<file path="config.mk">
export PLATFORM = sky130hd
export DESIGN_NAME = bitwise_logic_unit_64bit
export DESIGN_NICKNAME = d
export VERILOG_FILES = /design/src/rtl/bitwise_logic_unit_64bit.sv
export SDC_FILE = /design/constraint.sdc
export NUM_CORES = 1
export LEC_CHECK = 0
export ABC_AREA = 1
export ABC_CLOCK_PERIOD_IN_PS = 8300
export CAP_MARGIN = 20
export CORE_MARGIN = 10
export CORE_UTILIZATION = 40
export CTS_BUF_LIST = sky130_fd_sc_hd__clkbuf_16
export CTS_CLUSTER_SIZE = 40
export DETAILED_ROUTE_END_ITERATION = 10
export DONT_BUFFER_PORTS = 1
export GPL_ROUTABILITY_DRIVEN = 0
export PLACE_DENSITY_LB_ADDON = 0.08
export SLEW_MARGIN = 5
export SYNTH_ARGS = -nofsm -noshare
export SYNTH_HDL_FRONTEND = slang
export SYNTH_SLANG_ARGS = --single-unit
</file>
<file path="constraint.sdc">
create_clock -name clk -period 8.3 [get_ports clk]
set_clock_uncertainty 0.2 [all_clocks]
set_input_delay 0.83 -clock clk [delete_from_list [all_inputs] [get_ports clk]]
set_output_delay 0.83 -clock clk [all_outputs]
set_load 0.02 [all_outputs]
</file>
<file path="src/rtl/bitwise_logic_unit_64bit.sv">
// Two-stage bitwise logic unit: operand register feeding a result register, valid/ready on both sides.
// Define BLU_PARITY_EN to add a registered parity output alongside Out.
module bitwise_logic_unit_64bit #(
  parameter int WIDTH = 64,
  parameter int CNT_W = 16
) (
  input  logic             clk,
  input  logic             rst,
  input  logic             in_valid,
  output logic             in_ready,
  input  logic [WIDTH-1:0] A,
  input  logic [WIDTH-1:0] B,
  input  logic [2:0]       op,
  output logic             out_valid,
  input  logic             out_ready,
  output logic [WIDTH-1:0] Out,
  output logic             zero,
  output logic [CNT_W-1:0] op_count
`ifdef BLU_PARITY_EN
  ,
  output logic             parity
`endif
);

  localparam logic [2:0] OP_AND  = 3'b000;
  localparam logic [2:0] OP_OR   = 3'b001;
  localparam logic [2:0] OP_XOR  = 3'b010;
  localparam logic [2:0] OP_XNOR = 3'b011;
  localparam logic [2:0] OP_NAND = 3'b100;
  localparam logic [2:0] OP_NOR  = 3'b101;
  localparam logic [2:0] OP_NOTA = 3'b110;
  localparam logic [2:0] OP_PASS = 3'b111;

  logic             s1_valid;
  logic [WIDTH-1:0] s1_a;
  logic [WIDTH-1:0] s1_b;
  logic [2:0]       s1_op;
  logic             s2_free;
  logic             s1_free;
  logic             accept;
  logic [WIDTH-1:0] result;

  // Stage 2 frees up when empty or being drained; stage 1 can then always move forward.
  assign s2_free  = !out_valid || out_ready;
  assign s1_free  = !s1_valid || s2_free;
  assign in_ready = s1_free;
  assign accept   = in_valid && in_ready;

  always_comb begin
    result = '0;
    case (s1_op)
      OP_AND:  result = s1_a & s1_b;
      OP_OR:   result = s1_a | s1_b;
      OP_XOR:  result = s1_a ^ s1_b;
      OP_XNOR: result = ~(s1_a ^ s1_b);
      OP_NAND: result = ~(s1_a & s1_b);
      OP_NOR:  result = ~(s1_a | s1_b);
      OP_NOTA: result = ~s1_a;
      OP_PASS: result = s1_a;
      default: result = '0;
    endcase
  end

  always_ff @(posedge clk or posedge rst) begin
    if (rst) begin
      s1_valid <= 1'b0;
      s1_a     <= '0;
      s1_b     <= '0;
      s1_op    <= '0;
    end else if (accept) begin
      s1_valid <= 1'b1;
      s1_a     <= A;
      s1_b     <= B;
      s1_op    <= op;
    end else if (s2_free) begin
      s1_valid <= 1'b0;
    end
  end

  // Out/zero only load when a new result arrives, so they hold through stalls and after draining.
  always_ff @(posedge clk or posedge rst) begin
    if (rst) begin
      out_valid <= 1'b0;
      Out       <= '0;
      zero      <= 1'b0;
    end else if (s2_free) begin
      if (s1_valid) begin
        out_valid <= 1'b1;
        Out       <= result;
        zero      <= (result == '0);
      end else begin
        out_valid <= 1'b0;
      end
    end
  end

`ifdef BLU_PARITY_EN
  always_ff @(posedge clk or posedge rst) begin
    if (rst) begin
      parity <= 1'b0;
    end else if (s2_free && s1_valid) begin
      parity <= ^result;
    end
  end
`endif

  always_ff @(posedge clk or posedge rst) begin
    if (rst) begin
      op_count <= '0;
    end else if (accept) begin
      op_count <= op_count + CNT_W'(1);
    end
  end

endmodule

</file>
=== Word level (Yosys, flattened, before mapping) ===
Index checks and enable logic that the tools add are counted.

* Add/subtract/negate cells: 1
* Equal/unequal tests: 7
* Muxes and demuxes: 4
* Bitwise gates (word level): 7
* Reduce and logical (&&, ||, !) cells: 9

{| class="wikitable"
|+ Operators with widths
! operator !! count
|-
| one-hot mux 64 bit (8 select lines) || 1
|-
| inverter 64 bit || 4
|-
| bitwise AND 64 bit || 1
|-
| zero test 64 bit || 1
|-
| OR 64 bit || 1
|-
| XOR 64 bit || 1
|-
| adder 16 x 1 -> 16 bit, second input constant || 1
|-
| equality test 3 bit, second input constant || 4
|-
| equality test 3 x 2 -> 1 bit, second input constant || 2
|-
| equality test 3 x 1 -> 1 bit, second input constant || 1
|-
| zero test 3 bit || 1
|-
| two-way mux 1 bit || 3
|-
| zero test 1 bit || 2
|-
| logical OR 1 bit || 2
|-
| AND reduction 2 bit || 1
|-
| nonzero test 2 bit || 1
|-
| logical AND 1 bit || 1
|}

* Register bits: 214
* Input port bits: 135
* Output and inout port bits: 83
* Logic and storage cells: 36

=== Logic depth before layout (Yosys ltp) ===
* Depth after elaboration: 5
* Depth in mapped cells: 16
* Gate-level depth less buffers: 14

=== Worst setup path after synthesis ===
Ideal clock, no wire load.

* Path type: in2reg
* From: input port out_ready
* To: register op_count[14]
* Setup time: 0.129 ns
* Arrival time: 2.098 ns
* Data required time: 7.971 ns
* Path slack: 5.873 ns
* Stages: 10
* Path buffers: 0
* Cells stage by stage: inv_1 nand3_2 nand2_1 inv_1 nand2_1 nor2_1 nand3_1 nor3b_2 nand4_1 xnor2_1

* Word-level cells in the longest chain between the ends: 3

{| class="wikitable"
|+ RTL lines
! item !! RTL line !! text
|-
| start: declaration || 15 || <nowiki>input logic out_ready,</nowiki>
|-
| logical OR 1 bit || 44 || <nowiki>assign s2_free = !out_valid || out_ready;</nowiki>
|-
| logical OR 1 bit || 45 || <nowiki>assign s1_free = !s1_valid || s2_free;</nowiki>
|-
| via in_ready || 10 || <nowiki>output logic in_ready,</nowiki>
|-
| logical AND 1 bit || 47 || <nowiki>assign accept = in_valid && in_ready;</nowiki>
|-
| end signal: assignment || 111 || <nowiki>op_count <= op_count + CNT_W'(1);</nowiki>
|-
| end: declaration || 18 || <nowiki>output logic [CNT_W-1:0] op_count</nowiki>
|}

The timed path passes the listed nets, and every way through them passes these cells.
A chain may end at the register's enable or synchronous reset.

=== Worst setup path after layout ===
* From: register s1_op[0]
* To: register zero

* Word-level cells in the longest chain between the ends: 3
* Elaborated cells on any way between the ends: 10
* Classes of those cells: eq/ne (7); mux (1); reduce/logical (2)

{| class="wikitable"
|+ RTL lines
! item !! RTL line !! text
|-
| start: declaration || 37 || <nowiki>logic [2:0] s1_op;</nowiki>
|-
| start signal: assignment || 74 || <nowiki>s1_op <= op;</nowiki>
|-
| equality test 3 bit, or another cell as far along || 51 || <nowiki>case (s1_op)</nowiki>
|-
| one-hot mux 64 bit (8 select lines) * || 51 ||
|-
| zero test 64 bit * || 90 || <nowiki>zero <= (result == '0);</nowiki>
|-
| end signal: assignment || 90 ||
|-
| end: declaration || 17 || <nowiki>output logic zero,</nowiki>
|}

Every way passes the cells marked *; elsewhere a longest branch is shown, timed or not.

==> flow_metrics.tcl <==
set metrics [dict create \
    crit_top_cell "nand2_1" \
    ff2ff_setup_slack_ns 4.34 \
    vias 12600 \
    r2r_start "s1_op[0]" \
    synth_edf_count 0 \
    fin_tns_setup_ns 0 \
    startpoint_type "flop" \
    io_pins 218 \
    cap_viol_max_count 0 \
    ys_seq_area_frac 0.378 \
    dieArea_sq_um 43300 \
    viasPerCell 5.26 \
    relSlewSlack 0.219 \
    clock_sinks 214 \
    synth_flop_cell "dfrtp_1" \
    rows 68 \
    cts_made_buffers 26 \
    critPathMaxFanout 53 \
    grt_pass1_vias 12500 \
    power_frac_seq 0.417 \
    p_per_area_nw_per_um2 270 \
    leakage_nw 7.81 \
    finalPower_mw 4.13 \
    route.detailed.drc 0 \
    wirelength_microns 46800 \
    power.share.clock 0.295 \
    max_stage_delay_ns 0.63 \
    p_switching_mw 1.72 \
    nFillCells 3530 \
    ys_warn_count 0 \
    reg2reg_to "zero" \
    initial_core_util 0.408 \
    postCtsSetupBuffers 0 \
    gr-total-overflow 0 \
    reg2reg_depth 15 \
    drv_slew 0 \
    final_util 0.440 \
    pwr-share-comb 0.288 \
    syn_area_per_cell_sq_um 7.12 \
    place_area_sq_um 14300 \
    syn_nets 2253 \
    critPathSlowestCell "buf_4" \
    postRouteAntennaNets 0 \
    die_w_microns 208 \
    grt_max_degree 161 \
    nets 2185 \
    rsz0062_at_grt "no" \
    multiInputGateArea_sq_um 7390 \
    layout_common_cells "nand2_1, o21ai_0, nor2_1, inv_1, dfrtp_1" \
    hold_ws_ns 0.0682 \
    arrival_ns 4.24 \
    die_h_microns 208 \
    clk_pin_slew_ns 0.06 \
    crit_required_ns 8.58 \
    synthDistinctLibCells 33 \
    worstSetupEndpointType "flop" \
    ctsResizeCount 0 \
    vdd_drop_max_mv 0.169 \
    period_share 0.477 \
    grt_use_total 0.209 \
    syn_inst 1989 \
    max_freq_ghz 0.252 \
    period_minus_slack_ns 3.96 \
    drt-initial-drc-count 949 \
    status "finished clean" \
    firstDrtPassIters 7 \
    setup_viol 0 \
    register_area_sq_um 5360 \
    synth_area_sq_um 14200 \
    worst_skew_pair.late_latency_ns 0.54 \
    sw_frac_of_total 0.417 \
    ctsHoldBuffers 0 \
    p_int_mw 2.40 \
    crit_path_cell_trace "buf_4, nor2_4, nand2_4, inv_1, nand2_1, nand2_1, nor2_1, nand3_1, nor2_1, nand2_1, nor2_1, nand2_1, nor2_1, nand2_1, nand2_1" \
    synthArstFlopShare 1.00 \
    hpwl_microns 31300 \
    cts.htree.levels 1 \
    crit_type "flop to flop" \
    n_antenna_cell 0 \
    routedWlPerCell_microns 19.5 \
    clockRootBuffer "clkbuf_16" \
    worstHoldPathType "input pin to asynchronous set/reset pin" \
    antenna_found_initial 1 \
    coreArea_sq_um 34700 \
    drive_gt1_frac 0.0433 \
    hold_viol_final 0 \
    ys_ff_latch 214 \
    syn2layout_area_growth_pct 7.80 \
    fin_area_sq_um 15300 \
    io_buffers 0 \
    clock_path_buffers 3 \
    grt_pass1_wl_microns 74200 \
    final_common_cell "nand2_1" \
    worst_pin_slew_ns 1.17 \
    cts_tree "yes" \
]
==> synthesized netlist by cell type, types with 3 or more instances <==
cell type	n	share of area
o22ai_1	9	0.0040
nand3_1	69	0.024
or2_2	8	0.0035
buf_4	13	0.0069
nand3b_1	10	0.0053
dfrtp_1	214	0.38
nand2_1	527	0.14
clkbuf_1	51	0.014
buf_1	8	0.0021
xor2_1	11	0.0068
a21oi_1	5	0.0018
buf_2	29	0.010
buf_6	5	0.0040
xnor2_1	3	0.0019
nor2_1	262	0.069
nor3_1	30	0.011
inv_2	4	0.0011
nand4_1	67	0.030
ha_1	129	0.11
o21ai_1	13	0.0046
o21ai_0	265	0.094
inv_1	239	0.063
==> final cells by class <==
type,count,area share
Clock buffer,27,0.0443
Clock inverter,20,0.0148
Inverter,244,0.0610
Multi-Input combinational cell,1423,0.484
Sequential cell,214,0.351
Tap cell,455,0.0373
Timing Repair Buffer,12,0.00754
==> cell families (layout without fill, tap and decap cells) <==
group           count (synthesis)  in the layout  share of synthesized area
xor+xnor                       14             14                    0.00866
fa+ha+maj                     129            129                      0.114
compound gates                294            294                      0.105
flops                         214            214                      0.378
simple gates                  984            984                      0.291
buf+inv                       352            303                      0.102
mux                             2              2                    0.00141
==> flip-flops by register name (all words and copies together), names as in the netlist <==
register   flops
s1_b          64
out_valid      1
s1_valid       1
Out           64
s1_a          64
op_count      16
zero           1
s1_op          3
==> per-stage QoR <==
step                      setup WS, ns  instances
final                             4.34       2395
after global routing              4.06       2395
after CTS                         4.41       2394
after detailed placement          4.43       2347
after global placement            4.42       2347
after floorplan                   1.42       1989
==> metal layers <==
metal	GRT usage	routed length (microns)	vias to the layer above
met1	0.283	21500	5989
met2	0.343	21600	386
met3	0.0371	2850	54
met4	0.0413	853	2
met5	0	13	-
li1	-	-	6165
==> critical path, delay by kind of cell (launching register included) <==
family        cells  cell delay (ns)
simple gates     13             2.04
buf+inv           2             1.04
flops             1             0.52
==> how the worst max path moves through the flow <==
stage / from / endpoint / slack [ns] / cells past startpoint
global route: s1_op[0] / zero / 4.06 / 15
floorplan: rst / Out[0] / 1.42 / 1
finish: s1_op[0] / zero / 4.34 / 15
CTS: s1_op[0] / zero / 4.41 / 15
global placement: s1_op[0] / zero / 4.42 / 15
detailed placement: s1_op[0] / zero / 4.43 / 15
==> power by group through the flow <==
stage / clock network [mW] / registers (mW) / logic (mW)
floorplan: 0 / 1.65 / 0.885
detailed placement: 0 / 1.75 / 1.18
global route: 1.29 / 1.76 / 1.38
CTS: 1.25 / 1.74 / 1.19
finish: 1.22 / 1.72 / 1.19
global placement: 0 / 1.75 / 1.17
(Power assumes the default switching activity.)
